<file path="config.mk">
export PLATFORM = sky130hd
export DESIGN_NAME = mc_controller
export DESIGN_NICKNAME = d
export VERILOG_FILES = /design/src/rtl/mc_controller.sv
export SDC_FILE = /design/constraint.sdc
export NUM_CORES = 1
export LEC_CHECK = 0
export ABC_AREA = 0
export CORE_MARGIN = 5
export CORE_UTILIZATION = 35
export DETAILED_ROUTE_END_ITERATION = 12
export HOLD_SLACK_MARGIN = 0.15
export PLACE_DENSITY = 0.8
export SYNTH_ARGS = -nofsm -noshare
export SYNTH_HDL_FRONTEND = slang
export SYNTH_SLANG_ARGS = --single-unit
</file>
<file path="constraint.sdc">
create_clock -name clk -period 1.5 [get_ports clk]
set_input_delay 0.3 -clock clk [delete_from_list [all_inputs] [get_ports clk]]
set_output_delay 0.3 -clock clk [all_outputs]
set_load 0.005 [all_outputs]
</file>
<file path="src/rtl/mc_controller.sv">
// mc_controller: Moore main control FSM for the multicycle MIPS datapath.
// It steps each instruction through fetch, decode, address, memory, execute
// and writeback. It drives the datapath mux selects, the write enables and
// the 3-bit aluop that the ALU decoder consumes. FETCH, MEMRD and MEMWR
// stall until memready.
//
// Ports:
//   clk       in   rising-edge clock
//   reset     in   asynchronous active-low reset
//   op[5:0]   in   opcode held in the instruction register
//   jr        in   funct==8 indication from the ALU decoder (used in DECODE)
//   memready  in   memory access completes this cycle
//   irwrite, pcwrite, branch, memwrite, regwrite   out  write enables
//   iord, alusrca, alusrcb[1:0], pcsrc[1:0], regdst, memtoreg  out  mux selects
//   aluop[2:0] out  000 add, 001 sub, 010 funct, 011 or, 100 and
//   illegal    out  one-cycle pulse in DECODE on an unsupported opcode
//   state      out  current state code (debug)
module mc_controller #(
    parameter int STATE_W = 4
) (
    input  logic               clk,
    input  logic               reset,
    input  logic [5:0]         op,
    input  logic               jr,
    input  logic               memready,
    output logic               irwrite,
    output logic               pcwrite,
    output logic               branch,
    output logic               memwrite,
    output logic               regwrite,
    output logic               iord,
    output logic               alusrca,
    output logic [1:0]         alusrcb,
    output logic [1:0]         pcsrc,
    output logic               regdst,
    output logic               memtoreg,
    output logic [2:0]         aluop,
    output logic               illegal,
    output logic [STATE_W-1:0] state
);

    localparam logic [5:0] OP_R    = 6'b000000;
    localparam logic [5:0] OP_LW   = 6'b100011;
    localparam logic [5:0] OP_SW   = 6'b101011;
    localparam logic [5:0] OP_BEQ  = 6'b000100;
    localparam logic [5:0] OP_ADDI = 6'b001000;
    localparam logic [5:0] OP_ORI  = 6'b001101;
    localparam logic [5:0] OP_ANDI = 6'b001100;
    localparam logic [5:0] OP_J    = 6'b000010;

    typedef enum logic [STATE_W-1:0] {
        S_FETCH  = STATE_W'(0),
        S_DECODE = STATE_W'(1),
        S_MEMADR = STATE_W'(2),
        S_MEMRD  = STATE_W'(3),
        S_MEMWB  = STATE_W'(4),
        S_MEMWR  = STATE_W'(5),
        S_RTEXEC = STATE_W'(6),
        S_ALUWB  = STATE_W'(7),
        S_BRANCH = STATE_W'(8),
        S_IEXEC  = STATE_W'(9),
        S_IWB    = STATE_W'(10),
        S_JUMP   = STATE_W'(11)
    } state_t;

    state_t r_state;

    logic w_irwrite, w_pcwrite, w_branch, w_memwrite, w_regwrite, w_illegal;

    always_ff @(posedge clk or negedge reset) begin
        if (!reset) begin
            r_state <= S_FETCH;
        end else begin
            case (r_state)
                S_FETCH:  if (memready) r_state <= S_DECODE;
                S_DECODE: begin
                    case (op)
                        OP_LW, OP_SW:               r_state <= S_MEMADR;
                        OP_R:                       r_state <= jr ? S_JUMP : S_RTEXEC;
                        OP_BEQ:                     r_state <= S_BRANCH;
                        OP_ADDI, OP_ORI, OP_ANDI:   r_state <= S_IEXEC;
                        OP_J:                       r_state <= S_JUMP;
                        default:                    r_state <= S_FETCH;
                    endcase
                end
                // Only lw and sw reach MEMADR, so sw vs. not-sw is enough.
                S_MEMADR: r_state <= (op == OP_SW) ? S_MEMWR : S_MEMRD;
                S_MEMRD:  if (memready) r_state <= S_MEMWB;
                S_MEMWB:  r_state <= S_FETCH;
                S_MEMWR:  if (memready) r_state <= S_FETCH;
                S_RTEXEC: r_state <= S_ALUWB;
                S_ALUWB:  r_state <= S_FETCH;
                S_BRANCH: r_state <= S_FETCH;
                S_IEXEC:  r_state <= S_IWB;
                S_IWB:    r_state <= S_FETCH;
                S_JUMP:   r_state <= S_FETCH;
                default:  r_state <= S_FETCH;
            endcase
        end
    end

    // Outputs decode from the registered state only. The exceptions are the
    // memready gating in FETCH and the op-dependent selects. op is stable in
    // those states because IR is only written in FETCH.
    always_comb begin
        w_irwrite  = 1'b0;
        w_pcwrite  = 1'b0;
        w_branch   = 1'b0;
        w_memwrite = 1'b0;
        w_regwrite = 1'b0;
        w_illegal  = 1'b0;
        iord       = 1'b0;
        alusrca    = 1'b0;
        alusrcb    = 2'b00;
        pcsrc      = 2'b00;
        regdst     = 1'b0;
        memtoreg   = 1'b0;
        aluop      = 3'b000;
        case (r_state)
            S_FETCH: begin
                alusrcb   = 2'b01;
                w_irwrite = memready;
                w_pcwrite = memready;
            end
            S_DECODE: begin
                alusrcb = 2'b11;
                case (op)
                    OP_R, OP_LW, OP_SW, OP_BEQ,
                    OP_ADDI, OP_ORI, OP_ANDI, OP_J: w_illegal = 1'b0;
                    default:                        w_illegal = 1'b1;
                endcase
            end
            S_MEMADR: begin
                alusrca = 1'b1;
                alusrcb = 2'b10;
            end
            S_MEMRD: iord = 1'b1;
            S_MEMWB: begin
                memtoreg   = 1'b1;
                w_regwrite = 1'b1;
            end
            S_MEMWR: begin
                iord       = 1'b1;
                w_memwrite = 1'b1;
            end
            S_RTEXEC: begin
                alusrca = 1'b1;
                aluop   = 3'b010;
            end
            S_ALUWB: begin
                regdst     = 1'b1;
                w_regwrite = 1'b1;
            end
            S_BRANCH: begin
                alusrca  = 1'b1;
                aluop    = 3'b001;
                pcsrc    = 2'b01;
                w_branch = 1'b1;
            end
            S_IEXEC: begin
                alusrca = 1'b1;
                alusrcb = 2'b10;
                case (op)
                    OP_ORI:  aluop = 3'b011;
                    OP_ANDI: aluop = 3'b100;
                    default: aluop = 3'b000;
                endcase
            end
            S_IWB: w_regwrite = 1'b1;
            S_JUMP: begin
                w_pcwrite = 1'b1;
                pcsrc     = (op == OP_R) ? 2'b11 : 2'b10;
            end
            default: ;
        endcase
    end

    // Reset kills every write immediately, even combinational ones in FETCH.
    assign irwrite  = w_irwrite  & reset;
    assign pcwrite  = w_pcwrite  & reset;
    assign branch   = w_branch   & reset;
    assign memwrite = w_memwrite & reset;
    assign regwrite = w_regwrite & reset;
    assign illegal  = w_illegal  & reset;
    assign state    = r_state;

endmodule

</file>
==> flow_metrics.py, run 1 <==
metrics = {
    "run_status": {
        "status": "stopped before the end",
        "lastStage": "global routing (5_1_grt)",
        "firstError": "[ERROR DPL-0038] Utilization greater than 100%, impossible to legalize",
    },
    "cts": {
        "numCtsBuffers": 3,
        "cts_root_buf": "clkbuf_4",
        "cts.path.max_buffers": 2,
        "clkSinkCount": 4,
        "h-tree-depth": 1,
    },
    "timing": {
        "worst_endpoint": "regwrite",
        "worst-endpoint-pin-kind": "top-level output",
    },
    "floorplanning": {
        "ioPinCount": 31,
        "die_w_um": 51.2,
        "rows": 14,
        "start_util_pct": 38.0,
        "die-height_um": 51.2,
    },
    "place": {
        "place_area_um2": 1170,
        "hpwl_um": 2000,
        "globalplace.congestion": 0.913,
        "io_buffer_count": 30,
    },
    "logic_synthesis": {
        "ys_types": 38,
        "yosysTopAreaCell": "dfrtp_1",
        "syn-mean-instance-area_um2": 6.74,
        "yosys_warnings": 0,
        "synth_area_um2": 593,
        "ys_ff_latch": 4,
        "synth_area_leaders": "dfrtp_1 (17%), nor2_1 (6.3%), nor3_1 (5.9%), a21oi_1 (5.1%), o21ai_0 (5.1%)",
        "synthesis.nets": 98,
        "syn_inst": 88,
        "synth_edf_count": 0,
        "ys.flop_type": "dfrtp_1",
        "synth_common_cells": "nor2_1 (10), nor3_1 (7), a21oi_1 (6), inv_1 (6), o21ai_0 (6)",
        "ys_seq_area_share_pct": 16.9,
        "yosysMostFrequentCell": "nor2_1",
        "synth_top_area_share_pct": 16.9,
        "ys_async_sr_fraction_pct": 100,
    },
    "global_routing": {
        "grt_max_degree": 9,
    },
}
[metrics by stage]
step                      utilization, %  worst slack, ps  std cells  TNS (ps)
after floorplan                        -             -113         88      -113
after global placement              75.3            -1040        164     -9700
after detailed placement            75.3            -1070        164    -10260
after CTS                           96.5             -346        191     -3120
[timing repair]
action	in CTS
hold buffers	0
cloned	0
endpoints found under the setup margin	23
pin swaps	25
setup buffers	25
gates resized for setup	150
[kinds of logic after synthesis]
family / count (synthesis) / share of synthesized area (%)
DFF: 4 / 16.9
xor gates and xnor gates: 1 / 1.48
AOI/OAI and AO/OA: 25 / 28.5
buffers and inverters: 12 / 7.80
and+or+nand+nor: 43 / 40.1
muxes: 3 / 5.27
==> inputs of run 2 (changes only) <==
--- a/config.mk
+++ b/config.mk
@@ -6,11 +6,10 @@
 export NUM_CORES = 1
 export LEC_CHECK = 0
 export ABC_AREA = 0
-export CORE_MARGIN = 5
-export CORE_UTILIZATION = 35
+export CORE_AREA = 5 5 66 68
 export DETAILED_ROUTE_END_ITERATION = 12
-export HOLD_SLACK_MARGIN = 0.15
-export PLACE_DENSITY = 0.8
+export DIE_AREA = 0 0 71 73
+export PLACE_DENSITY_LB_ADDON = 0.15
 export SYNTH_ARGS = -nofsm -noshare
 export SYNTH_HDL_FRONTEND = slang
 export SYNTH_SLANG_ARGS = --single-unit
==> constraint.sdc (replaced) <==
create_clock -name clk -period 2 [get_ports clk]
set_input_delay 0.4 -clock clk [delete_from_list [all_inputs] [get_ports clk]]
set_output_delay 0.4 -clock clk [all_outputs]
set_load 0.005 [all_outputs]
==> run 2 against run 1 <==
Area after synthesis unchanged. Synthesized cell count unchanged. The flow now finishes, with violations (negative setup slack).
==> flow_metrics.py, run 2 <==
metrics = {
    "logic_synthesis": {
        "syn_inst": 88,
        "syn-mean-instance-area_um2": 6.74,
        "synth_common_cells": "nor2_1 (10), nor3_1 (7), a21oi_1 (6), inv_1 (6), o21ai_0 (6)",
        "synth_edf_count": 0,
        "yosysMostFrequentCell": "nor2_1",
        "ys_ff_latch": 4,
        "ys_seq_area_share_pct": 16.9,
        "synth_area_um2": 593,
        "synth_area_leaders": "dfrtp_1 (17%), nor2_1 (6.3%), nor3_1 (5.9%), a21oi_1 (5.1%), o21ai_0 (5.1%)",
        "synth_top_area_share_pct": 16.9,
        "yosys_warnings": 0,
        "ys_async_sr_fraction_pct": 100,
        "ys_types": 38,
        "synthesis.nets": 98,
        "ys.flop_type": "dfrtp_1",
        "yosysTopAreaCell": "dfrtp_1",
    },
    "drt": {
        "wl_per_cell_um": 12.8,
        "vias": 878,
        "drtPass1Iterations": 4,
        "postRouteWirelength_um": 2550,
        "drc": 0,
        "ant_nets": 0,
        "drt_iter0_markers": 53,
        "detail_route.vias_per_cell": 4.39,
    },
    "timing": {
        "fin_crit_ps": 2080,
        "rsz0062_at_grt": "yes",
        "period_share_pct": 104,
        "worst_pin_slew_ps": 292,
        "setup_ws_ps": -82.4,
        "hold_ws_ps": 600,
        "max_freq_mhz": 480,
        "slew_headroom_pct": 80.3,
        "hold_viol_final": 0,
        "clock_skew_ps": 1.70,
        "slew_violations": 0,
        "setup_viol": 1,
    },
    "power": {
        "p_sw_share_pct": 39.2,
        "switchingPower_uw": 482,
        "p_leak_uw": 0.000614,
        "power.density_nw_per_um2": 954,
        "combPwrFrac_pct": 73.2,
        "seqPwrFrac_pct": 13.4,
        "p_clk_share_pct": 13.4,
        "p_int_uw": 746,
        "finalPower_uw": 1230,
        "ir_worst_vdd_uv": 175,
    },
    "critical_path": {
        "reg2reg_slack_ps": 600,
        "crit_path_top_delay_cell": "or4_4",
        "worst_r2r_endpoint": "state[2]",
        "start_kind": "input port",
        "crit_fanout": 2,
        "cp.arrival_ps": 1680,
        "reg2regPathDepth": 6,
        "worstPathCellList": "buf_6 > or2_4 > or4_4 > o21ba_4 > nor2_2 > buf_2",
        "critPathMaxStageDelay_ps": 530,
        "path_delay_family": "simple AND/OR/NAND/NOR gates",
        "cp-end-kind": "output port",
        "required_ps": 1600,
        "path_class": "in -> out",
        "crit_buf_inv": 2,
        "startpoint": "op[3]",
        "r2r-start": "state[1]",
    },
    "run_status": {
        "violations": "negative setup slack",
        "status": "complete, but fails checks",
    },
    "cells_and_area": {
        "largest_reg_flops": 4,
        "n_antenna_cell": 0,
        "drive_above_1_share_pct": 46.7,
        "nets": 162,
        "fillers": 430,
        "layout_commonest_cell": "buf_4",
        "layout_common_cells": "buf_4 (30), dlygate4sd2_1 (12), clkdlybuf4s50_1 (8)",
        "regArea_um2": 104,
        "multi_input_area_um2": 513,
        "area_delta_synth_final_pct": 117,
    },
    "global_routing": {
        "grt_pass1_wl_um": 4280,
        "grt_pass1_vias": 896,
        "use_met3_pct": 2.34,
        "antenna_found_initial": 0,
        "overflow": 0,
        "use_met1_pct": 12.0,
        "busiest_layer": "met2",
        "grt_usage_pct": 10.1,
        "use_met2_pct": 18.7,
        "grt_max_degree": 11,
    },
    "worst_hold_path": {
        "hold_path_class": "in -> async",
    },
    "floorplanning": {
        "start_util_pct": 15.6,
        "rows": 23,
        "die-height_um": 73,
        "die-area_um2": 5180,
        "die_w_um": 71,
        "core-area_um2": 3800,
        "ioPinCount": 31,
    },
    "place": {
        "pre_cts_ws_ps": -798,
        "globalplace.congestion": 0.736,
        "hpwl_um": 2000,
        "io_buffer_count": 30,
    },
    "cts": {
        "clk_latency_ps": 210,
        "cts.clk_slew.worst_paths_ps": 30,
        "numCtsBuffers": 3,
        "cts.path.max_buffers": 2,
        "cts_root_buf": "clkbuf_8",
        "cts_tree": "built",
        "h-tree-depth": 1,
        "clkSinkCount": 4,
    },
    "run": {
        "cap_violations": 0,
    },
}
==> run 2: cell counts after synthesis <==
Identical to the previous run, type by type.
==> run 2: cells by family (layout without fill, tap and decap cells) <==
logic type	Yosys count	in the layout	synth area share (%)
buffers and inverters	12	74	7.80
DFF	4	4	16.9
and+or+nand+nor	43	43	40.1
muxes	3	3	5.27
xor gates and xnor gates	1	1	1.48
AOI/OAI and AO/OA	25	25	28.5
==> run 2: worst reg2reg max path, cell delays in order, from the launching register on <==
cell      delay (ps)
dfrtp_2          430
buf_4            150
buf_4            170
nor3b_1          190
a21oi_1           60
a211oi_1         230
a21o_1           110
==> run 2: per-stage QoR <==
| step | util [%] | instance area [um^2] | std cells | setup TNS (ps) |
|---|---|---|---|---|
| 4_1_cts | 33.4 | 1270 | 198 | -143 |
| 3_5_place_dp | 30.1 | 1140 | 190 | -4090 |
| 5_1_grt | 33.9 | 1290 | 200 | -132 |
| 2_1_floorplan | - | 593 | 88 | 0 |
| 6_report | 33.9 | 1290 | 200 | -82.4 |
| 3_3_place_gp | 30.1 | 1140 | 190 | -3980 |
==> run 2: how the worst max path moves through the flow <==
stage	to	slack, ps	cells past startpoint
floorplan	pcsrc[0]	170	4
global placement	pcsrc[0]	-790	6
detailed placement	pcsrc[0]	-800	6
CTS	pcsrc[0]	-140	6
global route	pcsrc[0]	-130	6
finish	pcsrc[0]	-80	6
==> run 2: cell type report <==
class | instances | area share (%)
well taps | 50 | 4.86
clock buffers | 3 | 3.21
multi-input cells | 72 | 39.8
repair buffers | 65 | 42.3
flip-flops and latches | 4 | 8.07
inverters | 6 | 1.75
==> run 2: timing repair <==
| item | CTS | global route |
|---|---|---|
| pin swaps | 6 | 8 |
| setup buffers | 5 | 2 |
| hold buffers | 0 | 0 |
| gates resized for setup | 55 | 17 |
| endpoints found under the setup margin | 18 | 6 |
| hold endpoints to repair | 0 | 0 |
==> run 2: routing by layer <==
layer,part of all wire (%),up-vias,routed length (um)
met5,0,-,0
li1,-,448,-
met4,0,0,0
met3,5.3,0,135
met1,42,409,1060
met2,53,21,1360
==> run 2: power groups by stage <==
stage / logic (uW) / clock network [uW] / registers [uW]
floorplan: 378 / 0 / 135
global placement: 837 / 0 / 154
detailed placement: 834 / 0 / 153
CTS: 884 / 171 / 161
global route: 991 / 177 / 171
finish: 899 / 165 / 164
No activity file was read; power rests on OpenSTA's default activity.
==> inputs of run 3 (changes only) <==
--- a/config.mk
+++ b/config.mk
@@ -7,6 +7,7 @@
 export LEC_CHECK = 0
 export ABC_AREA = 0
 export CORE_AREA = 5 5 66 68
+export CTS_CLUSTER_DIAMETER = 60
 export DETAILED_ROUTE_END_ITERATION = 12
 export DIE_AREA = 0 0 71 73
 export PLACE_DENSITY_LB_ADDON = 0.15
==> results of run 3 <==
The final DEF is identical to that of run 2; final timing and power are the same.
